$ cat src/rtl/rs_pkg.sv
// rs_pkg: shared RS(255,239,T=8) GF(2^8) parameters, field polynomial and sequencer states.
package rs_pkg;
  localparam int M = 8;
  localparam int TMAX = 8;
  localparam int KMAX = 239;
  localparam int KW = 8;
  localparam int TW = 4;
  localparam logic [M:0] GF_POLY = 9'h11D;
  typedef enum logic [1:0] {IDLE, DATA, SETTLE, PARITY} state_e;
  function automatic logic cfg_legal(input logic [KW-1:0] k, input logic [TW-1:0] t);
    return k != '0 && k <= KW'(KMAX) && t <= TW'(TMAX);
  endfunction
endpackage

$ cat src/rtl/rs_block_ctrl_if.sv
// rs_block_ctrl_if: config, upstream, encoder and downstream signals of the block sequencer.
interface rs_block_ctrl_if;
  import rs_pkg::*;
  logic cfg_valid;
  logic [KW-1:0] cfg_k;
  logic [TW-1:0] cfg_t;
  logic cfg_ready;
  logic err_cfg;
  logic [M-1:0] in_data;
  logic in_valid;
  logic in_ready;
  logic enc_clear;
  logic [M-1:0] enc_in;
  logic enc_in_valid;
  logic [M-1:0] enc_par;
  logic enc_par_shift;
  logic [M-1:0] out_data;
  logic out_valid;
  logic out_last;
  logic out_ready;
  logic busy;
  modport master (
    input cfg_valid, cfg_k, cfg_t, in_data, in_valid, enc_par, out_ready,
    output cfg_ready, err_cfg, in_ready, enc_clear, enc_in, enc_in_valid, enc_par_shift,
    output out_data, out_valid, out_last, busy
  );
  modport slave (
    output cfg_valid, cfg_k, cfg_t, in_data, in_valid, enc_par, out_ready,
    input cfg_ready, err_cfg, in_ready, enc_clear, enc_in, enc_in_valid, enc_par_shift,
    input out_data, out_valid, out_last, busy
  );
endinterface

$ cat src/rtl/rs_block_ctrl.sv
// rs_block_ctrl: per-block sequencer feeding K data bytes to the RS encoder, then draining 2T parity bytes.
module rs_block_ctrl
  import rs_pkg::*;
(
  input logic clk,
  input logic reset,
  rs_block_ctrl_if.master bus
);
  state_e state_q, state_d;
  logic [KW-1:0] k_q, k_d, dcnt_q, dcnt_d;
  logic [TW-1:0] t_q, t_d;
  logic [TW:0] pcnt_q, pcnt_d, npar;
  logic [M-1:0] out_data_q, out_data_d, enc_in_q, enc_in_d;
  logic out_valid_q, out_valid_d, out_last_q, out_last_d;
  logic enc_in_valid_q, enc_in_valid_d, enc_clear_q, enc_clear_d, err_q, err_d;
  logic slot_free, in_rdy, par_shift, last_data;
  assign slot_free = !out_valid_q || bus.out_ready;
  assign npar = {t_q, 1'b0};
  assign last_data = dcnt_q == k_q - KW'(1);
  assign in_rdy = !reset && state_q == DATA && slot_free;
  // parity head is sampled and the encoder advanced on the same edge
  assign par_shift = !reset && state_q == PARITY && slot_free && pcnt_q != npar;
  always_comb begin
    state_d = state_q;
    k_d = k_q;
    t_d = t_q;
    dcnt_d = dcnt_q;
    pcnt_d = pcnt_q;
    enc_in_d = enc_in_q;
    enc_in_valid_d = 1'b0;
    enc_clear_d = 1'b0;
    err_d = 1'b0;
    out_data_d = out_data_q;
    out_valid_d = out_valid_q && !bus.out_ready;
    out_last_d = out_last_q && !bus.out_ready;
    unique case (state_q)
      IDLE: if (bus.cfg_valid) begin
        if (cfg_legal(bus.cfg_k, bus.cfg_t)) begin
          state_d = DATA;
          k_d = bus.cfg_k;
          t_d = bus.cfg_t;
          dcnt_d = '0;
          pcnt_d = '0;
          enc_clear_d = 1'b1;
        end else err_d = 1'b1;
      end
      DATA: if (in_rdy && bus.in_valid) begin
        out_data_d = bus.in_data;
        enc_in_d = bus.in_data;
        out_valid_d = 1'b1;
        enc_in_valid_d = 1'b1;
        dcnt_d = dcnt_q + 1'b1;
        out_last_d = last_data && t_q == '0;
        if (last_data) state_d = t_q == '0 ? IDLE : SETTLE;
      end
      SETTLE: state_d = PARITY;
      PARITY: if (pcnt_q == npar) state_d = IDLE;
        else if (par_shift) begin
          out_data_d = bus.enc_par;
          out_valid_d = 1'b1;
          out_last_d = pcnt_q == npar - 1'b1;
          pcnt_d = pcnt_q + 1'b1;
        end
      default: state_d = IDLE;
    endcase
  end
  always_ff @(posedge clk) begin
    if (reset) begin
      state_q <= IDLE;
      k_q <= '0;
      t_q <= '0;
      dcnt_q <= '0;
      pcnt_q <= '0;
      enc_in_q <= '0;
      enc_in_valid_q <= 1'b0;
      enc_clear_q <= 1'b1;
      err_q <= 1'b0;
      out_data_q <= '0;
      out_valid_q <= 1'b0;
      out_last_q <= 1'b0;
    end else begin
      state_q <= state_d;
      k_q <= k_d;
      t_q <= t_d;
      dcnt_q <= dcnt_d;
      pcnt_q <= pcnt_d;
      enc_in_q <= enc_in_d;
      enc_in_valid_q <= enc_in_valid_d;
      enc_clear_q <= enc_clear_d;
      err_q <= err_d;
      out_data_q <= out_data_d;
      out_valid_q <= out_valid_d;
      out_last_q <= out_last_d;
    end
  end
  assign bus.cfg_ready = !reset && state_q == IDLE;
  assign bus.err_cfg = err_q;
  assign bus.in_ready = in_rdy;
  assign bus.enc_clear = enc_clear_q;
  assign bus.enc_in = enc_in_q;
  assign bus.enc_in_valid = enc_in_valid_q;
  assign bus.enc_par_shift = par_shift;
  assign bus.out_data = out_data_q;
  assign bus.out_valid = out_valid_q;
  assign bus.out_last = out_last_q;
  assign bus.busy = state_q != IDLE;
endmodule
$ cat src/flat_wrapper.sv
// flat-port wrapper written by rule: the top's interface ports become plain ports
module rs_block_ctrl_flat import rs_pkg::*;
  (clk, reset, bus_cfg_valid, bus_cfg_k, bus_cfg_t, bus_in_data, bus_in_valid, bus_enc_par, bus_out_ready, bus_cfg_ready, bus_err_cfg, bus_in_ready, bus_enc_clear, bus_enc_in, bus_enc_in_valid, bus_enc_par_shift, bus_out_data, bus_out_valid, bus_out_last, bus_busy);
  rs_block_ctrl_if bus_i ();
  input logic clk;
  input logic reset;
  input wire logic [$bits(bus_i.cfg_valid)-1:0] bus_cfg_valid;
  input wire logic [$bits(bus_i.cfg_k)-1:0] bus_cfg_k;
  input wire logic [$bits(bus_i.cfg_t)-1:0] bus_cfg_t;
  input wire logic [$bits(bus_i.in_data)-1:0] bus_in_data;
  input wire logic [$bits(bus_i.in_valid)-1:0] bus_in_valid;
  input wire logic [$bits(bus_i.enc_par)-1:0] bus_enc_par;
  input wire logic [$bits(bus_i.out_ready)-1:0] bus_out_ready;
  output wire logic [$bits(bus_i.cfg_ready)-1:0] bus_cfg_ready;
  output wire logic [$bits(bus_i.err_cfg)-1:0] bus_err_cfg;
  output wire logic [$bits(bus_i.in_ready)-1:0] bus_in_ready;
  output wire logic [$bits(bus_i.enc_clear)-1:0] bus_enc_clear;
  output wire logic [$bits(bus_i.enc_in)-1:0] bus_enc_in;
  output wire logic [$bits(bus_i.enc_in_valid)-1:0] bus_enc_in_valid;
  output wire logic [$bits(bus_i.enc_par_shift)-1:0] bus_enc_par_shift;
  output wire logic [$bits(bus_i.out_data)-1:0] bus_out_data;
  output wire logic [$bits(bus_i.out_valid)-1:0] bus_out_valid;
  output wire logic [$bits(bus_i.out_last)-1:0] bus_out_last;
  output wire logic [$bits(bus_i.busy)-1:0] bus_busy;
  assign bus_i.cfg_valid = bus_cfg_valid;
  assign bus_i.cfg_k = bus_cfg_k;
  assign bus_i.cfg_t = bus_cfg_t;
  assign bus_i.in_data = bus_in_data;
  assign bus_i.in_valid = bus_in_valid;
  assign bus_i.enc_par = bus_enc_par;
  assign bus_i.out_ready = bus_out_ready;
  assign bus_cfg_ready = bus_i.cfg_ready;
  assign bus_err_cfg = bus_i.err_cfg;
  assign bus_in_ready = bus_i.in_ready;
  assign bus_enc_clear = bus_i.enc_clear;
  assign bus_enc_in = bus_i.enc_in;
  assign bus_enc_in_valid = bus_i.enc_in_valid;
  assign bus_enc_par_shift = bus_i.enc_par_shift;
  assign bus_out_data = bus_i.out_data;
  assign bus_out_valid = bus_i.out_valid;
  assign bus_out_last = bus_i.out_last;
  assign bus_busy = bus_i.busy;
  rs_block_ctrl u_core (.clk(clk), .reset(reset), .bus(bus_i));
endmodule
$ cat config.mk
export PLATFORM = sky130hd
export DESIGN_NAME = rs_block_ctrl_flat
export DESIGN_NICKNAME = d
export VERILOG_FILES = /design/src/rtl/rs_pkg.sv /design/src/rtl/rs_block_ctrl_if.sv /design/src/rtl/rs_block_ctrl.sv /design/src/flat_wrapper.sv
export SDC_FILE = /design/constraint.sdc
export NUM_CORES = 1
export LEC_CHECK = 0
export BUFFER_PORTS_ARGS = -buffer_cell sky130_fd_sc_hd__buf_2
export CORE_MARGIN = 4
export CORE_UTILIZATION = 35
export DETAILED_ROUTE_END_ITERATION = 10
export GPL_TIMING_DRIVEN = 1
export MAX_ROUTING_LAYER = met4
export PLACE_DENSITY_LB_ADDON = 0.1
export SLEW_MARGIN = 10
export SYNTH_ARGS = -nofsm -noshare
export SYNTH_HDL_FRONTEND = slang
export SYNTH_SLANG_ARGS = --single-unit
$ cat constraint.sdc
create_clock -name clk -period 4.8 [get_ports clk]
set_input_delay 0.48 -clock clk [delete_from_list [all_inputs] [get_ports clk]]
set_output_delay 0.48 -clock clk [all_outputs]
set_load 0.02 [all_outputs]
== Word level (Yosys, flattened, before mapping) ==
Cells that the tools add are included.
Operators by class
  $add $sub $neg: 4
  order comparisons: 2
  equality and inequality tests: 14
  muxes and demuxes: 33
  bitwise logic cells: 3
  reduce and logical (&&, ||, !) cells: 31
Operators by type and width (count)
  two-way mux 8 bit: 6
  case mux 8 bit (2 select lines): 2
  two-way mux 5 bit: 4
  logical AND 1 bit: 12
  two-way mux 2 bit: 6
  two-way mux 1 bit: 11
  equality test 5 bit: 2
  inequality test 2 bit (second input constant): 5
  case mux 5 bit (2 select lines): 1
  AND reduction 5 bit: 2
  adder 8 x 1 -> 8 bit (second input constant): 1
  equality test 8 bit: 1
  less-or-equal comparator 8 bit (second input constant): 1
  case mux 2 bit (4 select lines): 1
  AND reduction 4 bit: 2
  nonzero test 2 bit: 4
  nonzero test 8 bit: 1
  subtractor 8 x 1 -> 8 bit (second input constant): 1
  adder 5 x 1 -> 5 bit (second input constant): 1
  inequality test 5 bit: 1
  subtractor 5 x 1 -> 5 bit (second input constant): 1
  equality test 2 bit (second input constant): 2
  less-or-equal comparator 4 bit (second input constant): 1
  logical NOT 4 bit: 1
  other kinds (11): 17
Word-level totals
  bits in registers: 48
  input port bits: 33
  output and inout bits: 25

== Longest topological paths before layout ==
Gate-level depths: netlist of the first run.
  word-level depth: 7
  gate-level depth with buffers: 8

== Worst setup path before layout of the first run ==
OpenSTA, ideal clock, no wires.
  path type: input to register
  start point: in bus_cfg_t[0]
  end point: reg u_core.pcnt_q[3]
  library setup time: 70 ps
  data arrival time: 1843 ps
  required time: 4730 ps
  slack: 2888 ps
  stages on the path: 6
  path buffers: 0
  cells stage by stage: o31a_1 > a41oi_2 > nand4_1 > and2_1 > or3_1 > a21oi_1
Between the ends
  cells in the longest elaborated chain, start to end: 4
RTL lines
  from (decl): line flat_wrapper.sv:9  | input wire logic [$bits(bus_i.cfg_t)-1:0] bus_cfg_t;
  less-or-equal comparator 4 bit: line rs_pkg.sv:11  | return k != '0 && k <= KW'(KMAX) && t <= TW'(TMAX);
  logical AND 1 bit: line rs_pkg.sv:11
  inequality test 2 x 1 -> 1 bit (no source line)
  AND reduction 5 bit (no source line)
  to (signal assigned): line rs_block_ctrl.sv:86  | pcnt_q <= pcnt_d;
  to (decl): line rs_block_ctrl.sv:12  | logic [TW:0] pcnt_q, pcnt_d, npar;
Every way passes these cells.
A chain may end at the register's enable or synchronous reset.

== Worst setup path in the final report of the first run ==
  start point: in reset
  end point: reg u_core.state_q[0]
Between the ends
  cells in the longest elaborated chain, start to end: 6
RTL lines
  from (decl): line flat_wrapper.sv:6  | input logic reset;
  logical NOT 1 bit: line rs_block_ctrl.sv:20  | assign in_rdy = !reset && state_q == DATA && slot_free;
  logical AND 1 bit (2 in series): line rs_block_ctrl.sv:20
  logical AND 1 bit: line rs_block_ctrl.sv:47  | DATA: if (in_rdy && bus.in_valid) begin
  inequality test 2 bit (no source line)
  AND reduction 5 bit (no source line)
  to (signal assigned): line rs_block_ctrl.sv:82  | state_q <= state_d;
  to (decl): line rs_block_ctrl.sv:9  | state_e state_q, state_d;
Parallel ways exist; a longest one is shown, timed or not.

==> results of run 1 <==
worst min-delay path: stages:
cell and delay [ns]:
buf_2 0.11, nand2_1 0.05, a21oi_1 0.05
per-layer routing:
| metal | global-route usage (%) | share of wire (%) | vias up |
|---|---|---|---|
| li1 | - | - | 1084 |
| met1 | 21.2 | 51 | 932 |
| met2 | 23.8 | 44 | 44 |
| met3 | 3.23 | 3.8 | 7 |
| met4 | 3.89 | 1.1 | 0 |
| met5 | - | 0 | - |
synth_stat cells (2+ instances only):
cell       instances  area (um2)
dfxtp_1           48         961
nor2_1            40         150
nand2_1           33         124
a21oi_1           17        85.1
xnor2_1           17         149
nand3_1           15        75.1
mux2i_1           13         130
clkbuf_1           9        33.8
a311oi_1           8        70.1
inv_1              7        26.3
nand4_1            7        43.8
buf_2              6        30.0
xor2_1             6        52.6
ha_1               5        62.6
o21ai_0            4        20.0
nand2b_1           3        18.8
nor2b_1            3        18.8
nor3_1             3        15.0
a2111oi_2          2        30.0
a211oi_2           2        25.0
a41oi_2            2        32.5
and2_1             2        12.5
nor3b_1            2        15.0
nor4_1             2        12.5
or3_1              2        12.5
cell type report:
cell class	instances	area (um2)	area share [%]
clock buffers	6	72.6	2.54
clock inverters	2	35.0	1.23
inverters	8	30.0	1.05
multi-input cells	210	1360	47.7
flip-flops and latches	48	961	33.7
well taps	80	100	3.51
repair buffers	58	293	10.3
cell families after synthesis:
group	after synthesis	synth area share [%]
AO/OA/AOI/OAI	47	14.8
XOR/XNOR	23	8.31
adder cells (fa/ha/maj)	5	2.58
buffers and inverters	24	4.18
flip-flops	48	39.6
multiplexers	14	5.83
AND/OR/NAND/NOR	121	24.7
path summary, 6_finish.rpt:
kind                            slack (ns)  cells after the start                   end
worst min-delay path                  0.42                      3  u_core.bus.enc_in[5]
worst min register to register        0.46                      2  u_core.bus.enc_in[7]
worst max-delay path                  2.34                      8     u_core.state_q[0]
worst max register to register        2.36                      6     u_core.state_q[0]
registers in the layout, summed over array words and instances (netlist names), 4 cells and up, named ones only:
register / flops
u_core.bus.enc_in: 8
u_core.bus.out_data: 8
u_core.dcnt_q: 8
u_core.k_q: 8
u_core.pcnt_q: 5
u_core.t_q: 4
power by group through the flow:
stage / combinational, mW / clock, mW / sequential (mW)
2_1_floorplan: 0.0780 / 0 / 0.436
3_3_place_gp: 0.121 / 0 / 0.435
3_5_place_dp: 0.121 / 0 / 0.434
4_1_cts: 0.122 / 0.303 / 0.425
5_1_grt: 0.135 / 0.318 / 0.427
6_report: 0.120 / 0.290 / 0.425
==> results.py, run 1 <==
metrics = {
    "status": {
        "status": "completed",
    },
    "place": {
        "hpwl_um": 4410,
        "place_ws_ns": 1.99,
        "dp.cells": 404,
        "placement.cell_area_mm2": 0.00275,
        "portBuffers": 57,
        "gp_congestion": 0.763,
    },
    "synthesis": {
        "synth_edf_count": 0,
        "ys_seq_area_share_pct": 39.6,
        "async_flop_share_pct": 0,
        "synthCells": 282,
        "synth-warning-count": 0,
        "syn_area_per_cell_um2": 8.60,
        "ys.flop_type": "dfxtp_1",
        "syn-num-nets": 320,
        "ys_seq_elements": 48,
        "synth_cell_types": 49,
        "syn_area_mm2": 0.00242,
    },
    "critical_path": {
        "slowest_delay_ns": 0.51,
        "cp.required_ns": 4.97,
        "start_kind": "primary input",
        "r2r-start": "u_core.state_q[0]",
        "crit_buf_inv": 2,
        "crit_chain": "buf_2 -> nor2_1 -> nand4b_2 -> inv_2 -> nand4_1 -> o31ai_1 -> o221a_1 -> nor3_2",
        "cp.arrival_ns": 2.62,
        "crit_slowest_cell": "nand4b_2",
        "crit_start": "reset",
        "critical_path_class": "primary input to flop",
        "critPathTopFamily": "simple AND/OR/NAND/NOR gates",
        "crit_path_end_kind": "flop",
        "crit_fanout": 40,
    },
    "pwr": {
        "combinationalPowerShare_pct": 14.4,
        "swShare_pct": 26.3,
        "total_power_uw": 835,
        "vdd_drop_max_uv": 97.6,
        "p_leak_nw": 1.20,
        "seq_power_share_pct": 50.9,
        "p_int_uw": 615,
        "p_per_area_mw_per_mm2": 293,
        "p_sw_uw": 220,
        "clkPwrFrac_pct": 34.7,
    },
    "clock_tree": {
        "insertion_delay_ns": 0.30,
        "cts_setup_buffers": 0,
        "cts_tree": "done",
        "cts_buffers": 5,
        "root_buffer": "clkbuf_8",
        "clk_pin_slew_worst_paths_ns": 0.09,
        "cts_buffer_depth": 2,
        "cts.sinks": 48,
        "cts_resized": 0,
        "hold_buffers": 0,
        "h-tree-depth": 2,
    },
    "sta": {
        "finalSetupViolations": 0,
        "rsz0062_at_grt": "false",
        "drv_slew": 0,
        "period_share_pct": 51.2,
        "fin_crit_ns": 2.46,
        "relSlewSlack_pct": 48.4,
        "hold-worst-slack_ns": 0.424,
        "fin_skew_ns": 0.00714,
        "fin_ws_ns": 2.34,
        "setup_tns_ns": 0,
        "finalHoldViolCount": 0,
        "worst_pin_slew_ns": 0.774,
        "max_freq_ghz": 0.407,
    },
    "finish": {
        "drive_gt1_share_pct": 24.1,
        "n_antenna_cell": 0,
        "stdcell_count": 412,
        "mostFrequentLayoutCells": "buf_2, dfxtp_1, nor2_1",
        "fin_area_mm2": 0.00285,
        "post-route-util_pct": 42.2,
        "num-fill-cells": 702,
        "final_common_cell": "buf_2",
        "syn_to_final_growth_pct": 17.7,
        "layout.nets": 369,
    },
    "floorplanning": {
        "start_util_pct": 35.9,
        "die_height_um": 91.2,
        "coreArea_mm2": 0.00676,
        "die_w_um": 91.2,
        "ioPinCount": 58,
        "rows": 30,
        "die_area_mm2": 0.00832,
    },
    "route": {
        "vias": 2067,
        "avgRoutedWirePerCell_um": 14.7,
        "drt_iter0_drc": 84,
        "vias_per_cell": 5.02,
        "antenna_left": 0,
        "wirelength_um": 6070,
        "drc": 0,
        "dr.pass1.iters": 4,
    },
    "min_path": {
        "hold_class": "primary input to flop",
        "hp-start": "bus_in_data[5]",
    },
    "job": {
        "drv_cap": 0,
    },
    "global_route": {
        "antenna_found_initial": 0,
        "grt_pass1_wl_um": 10200,
        "gr-total-overflow": 0,
        "grt_max_degree": 41,
        "grt_pass1_vias": 2087,
        "globalRouteTotalUtil_pct": 15.6,
    },
}
Power figures use the tool's default switching activity.
==> inputs of run 2 (changes only) <==
==> constraint.sdc (replaced) <==
create_clock -name clk -period 2.5 [get_ports clk]
set_input_delay 0.25 -clock clk [delete_from_list [all_inputs] [get_ports clk]]
set_output_delay 0.25 -clock clk [all_outputs]
set_load 0.02 [all_outputs]
==> results.py, run 2 (synthesis results as in run 1) <==
metrics = {
    "sta": {
        "fin_ws_ns": 0.373,
        "finalHoldViolCount": 0,
        "setup_tns_ns": 0,
        "fin_skew_ns": 0.0129,
        "hold-worst-slack_ns": 0.170,
        "drv_slew": 0,
        "max_freq_ghz": 0.470,
        "relSlewSlack_pct": 67.3,
        "period_share_pct": 85.1,
        "worst_pin_slew_ns": 0.490,
        "rsz0062_at_grt": "false",
        "fin_crit_ns": 2.13,
        "finalSetupViolations": 0,
    },
    "route": {
        "vias": 2147,
        "vias_per_cell": 5.12,
        "drt_iter0_drc": 84,
        "wirelength_um": 6040,
        "avgRoutedWirePerCell_um": 14.4,
        "dr.pass1.iters": 4,
        "drc": 0,
        "antenna_left": 0,
    },
    "global_route": {
        "grt_pass1_wl_um": 10100,
        "gr-total-overflow": 0,
        "antenna_found_initial": 0,
        "grt_max_degree": 40,
        "grt_pass1_vias": 2060,
        "globalRouteTotalUtil_pct": 15.5,
    },
    "finish": {
        "drive_gt1_share_pct": 26.0,
        "mostFrequentLayoutCells": "buf_2, dfxtp_1, nor2_1",
        "n_antenna_cell": 0,
        "num-fill-cells": 724,
        "syn_to_final_growth_pct": 19.2,
        "layout.nets": 376,
        "final_common_cell": "buf_2",
        "post-route-util_pct": 42.8,
        "stdcell_count": 419,
    },
    "place": {
        "gp_congestion": 0.802,
        "hpwl_um": 4550,
        "portBuffers": 57,
        "place_ws_ns": 0.348,
        "dp.cells": 411,
    },
    "critical_path": {
        "crit_path_end_kind": "output pin",
        "r2r-start": "u_core.k_q[0]",
        "r2r_cells": 8,
        "crit_fanout": 6,
        "crit_slowest_cell": "o2111ai_1",
        "crit_chain": "xnor2_1 -> nand4_1 -> o2111ai_1 -> inv_1 -> buf_2",
        "slowest_delay_ns": 0.47,
        "critical_path_class": "flop to output pin",
        "r2r_slack_ns": 0.44,
        "cp.required_ns": 2.25,
        "cp.arrival_ns": 1.88,
        "critPathTopFamily": "compound AO/OA/AOI/OAI gates",
        "rr_endpoint": "u_core.state_q[0]",
        "crit_buf_inv": 2,
        "start_kind": "flop",
    },
    "clock_tree": {
        "cts_buffer_depth": 2,
        "insertion_delay_ns": 0.31,
        "cts_tree": "done",
        "cts_resized": 0,
        "clk_pin_slew_worst_paths_ns": 0.10,
        "cts_buffers": 5,
        "hold_buffers": 0,
        "cts_setup_buffers": 0,
        "h-tree-depth": 2,
        "cts.sinks": 48,
        "root_buffer": "clkbuf_8",
    },
    "min_path": {
        "hp-start": "bus_in_data[5]",
        "hold_class": "primary input to flop",
        "min_to": "u_core.bus.enc_in[5]",
        "holdPathStages": 3,
    },
    "pwr": {
        "p_sw_uw": 447,
        "p_per_area_mw_per_mm2": 532,
        "p_int_mw": 1.09,
        "clkPwrFrac_pct": 31.5,
        "combinationalPowerShare_pct": 15.7,
        "swShare_pct": 29.1,
        "vdd_drop_max_uv": 293,
        "seq_power_share_pct": 52.8,
        "p_leak_nw": 1.22,
    },
    "status": {
        "status": "completed",
    },
    "floorplanning": {
        "start_util_pct": 35.9,
        "coreArea_mm2": 0.00676,
        "die_w_um": 91.2,
        "rows": 30,
        "die_area_mm2": 0.00832,
        "ioPinCount": 58,
        "die_height_um": 91.2,
    },
    "job": {
        "drv_cap": 0,
    },
}
run 2: changes by cell type in the layout (fill, tap and decap cells not counted), sizes merged:
cell / delta
bufinv: -1
buf: +7
inv: +1
clkinv: +1
clkbuf: -1
run 2: worst max-delay path by stage:
stage / to / from / cells after the start / slack, ns
after floorplan: u_core.state_q[0] / u_core.k_q[0] / 8 / 0.67
after global placement: u_core.pcnt_q[4] / bus_cfg_t[0] / 7 / 0.41
after detailed placement: u_core.pcnt_q[4] / bus_cfg_t[0] / 7 / 0.35
after CTS: bus_enc_par_shift / u_core.t_q[2] / 5 / 0.30
after global routing: bus_enc_par_shift / u_core.t_q[2] / 5 / 0.05
final: bus_enc_par_shift / u_core.t_q[2] / 5 / 0.37
run 2: layout make-up:
type                            instances  area [um2]  area share (%)
Multi-Input combinational cell        210        1360            47.1
Inverter                                8        30.0            1.04
Tap cell                               80         100            3.46
Sequential cell                        48         961            33.2
Clock buffer                            5        68.8            2.38
Clock inverter                          3        22.5           0.779
Timing Repair Buffer                   65         345            11.9
run 2: routing by layer:
metal	routed length, um	GRT usage, %
met1	2890	20.5
met2	2760	24.0
met3	307	3.56
met4	78	4.15
met5	0	-
run 2: per-stage QoR:
stage	instance area (um2)	total power, mW
finish	2890	1.54
detailed placement	2800	1.08
global placement	2800	1.07
CTS	2890	1.56
global route	2890	1.62
floorplan	2420	0.986
run 2: worst reg2reg max path, stage by stage, from the launching register on:
cell and delay, ns:
dfxtp_1 0.36, inv_1 0.07, ha_1 0.18, nor3b_2 0.32, mux2_2 0.22, mux2i_1 0.06, o31ai_1 0.40, o221a_1 0.29
nor3_2 0.04
run 2: power groups by stage:
stage | sequential, mW | combinational, mW | clock, mW
6_report | 0.813 | 0.241 | 0.485
5_1_grt | 0.817 | 0.269 | 0.534
4_1_cts | 0.813 | 0.246 | 0.503
3_5_place_dp | 0.830 | 0.245 | 0
3_3_place_gp | 0.830 | 0.243 | 0
2_1_floorplan | 0.837 | 0.150 | 0
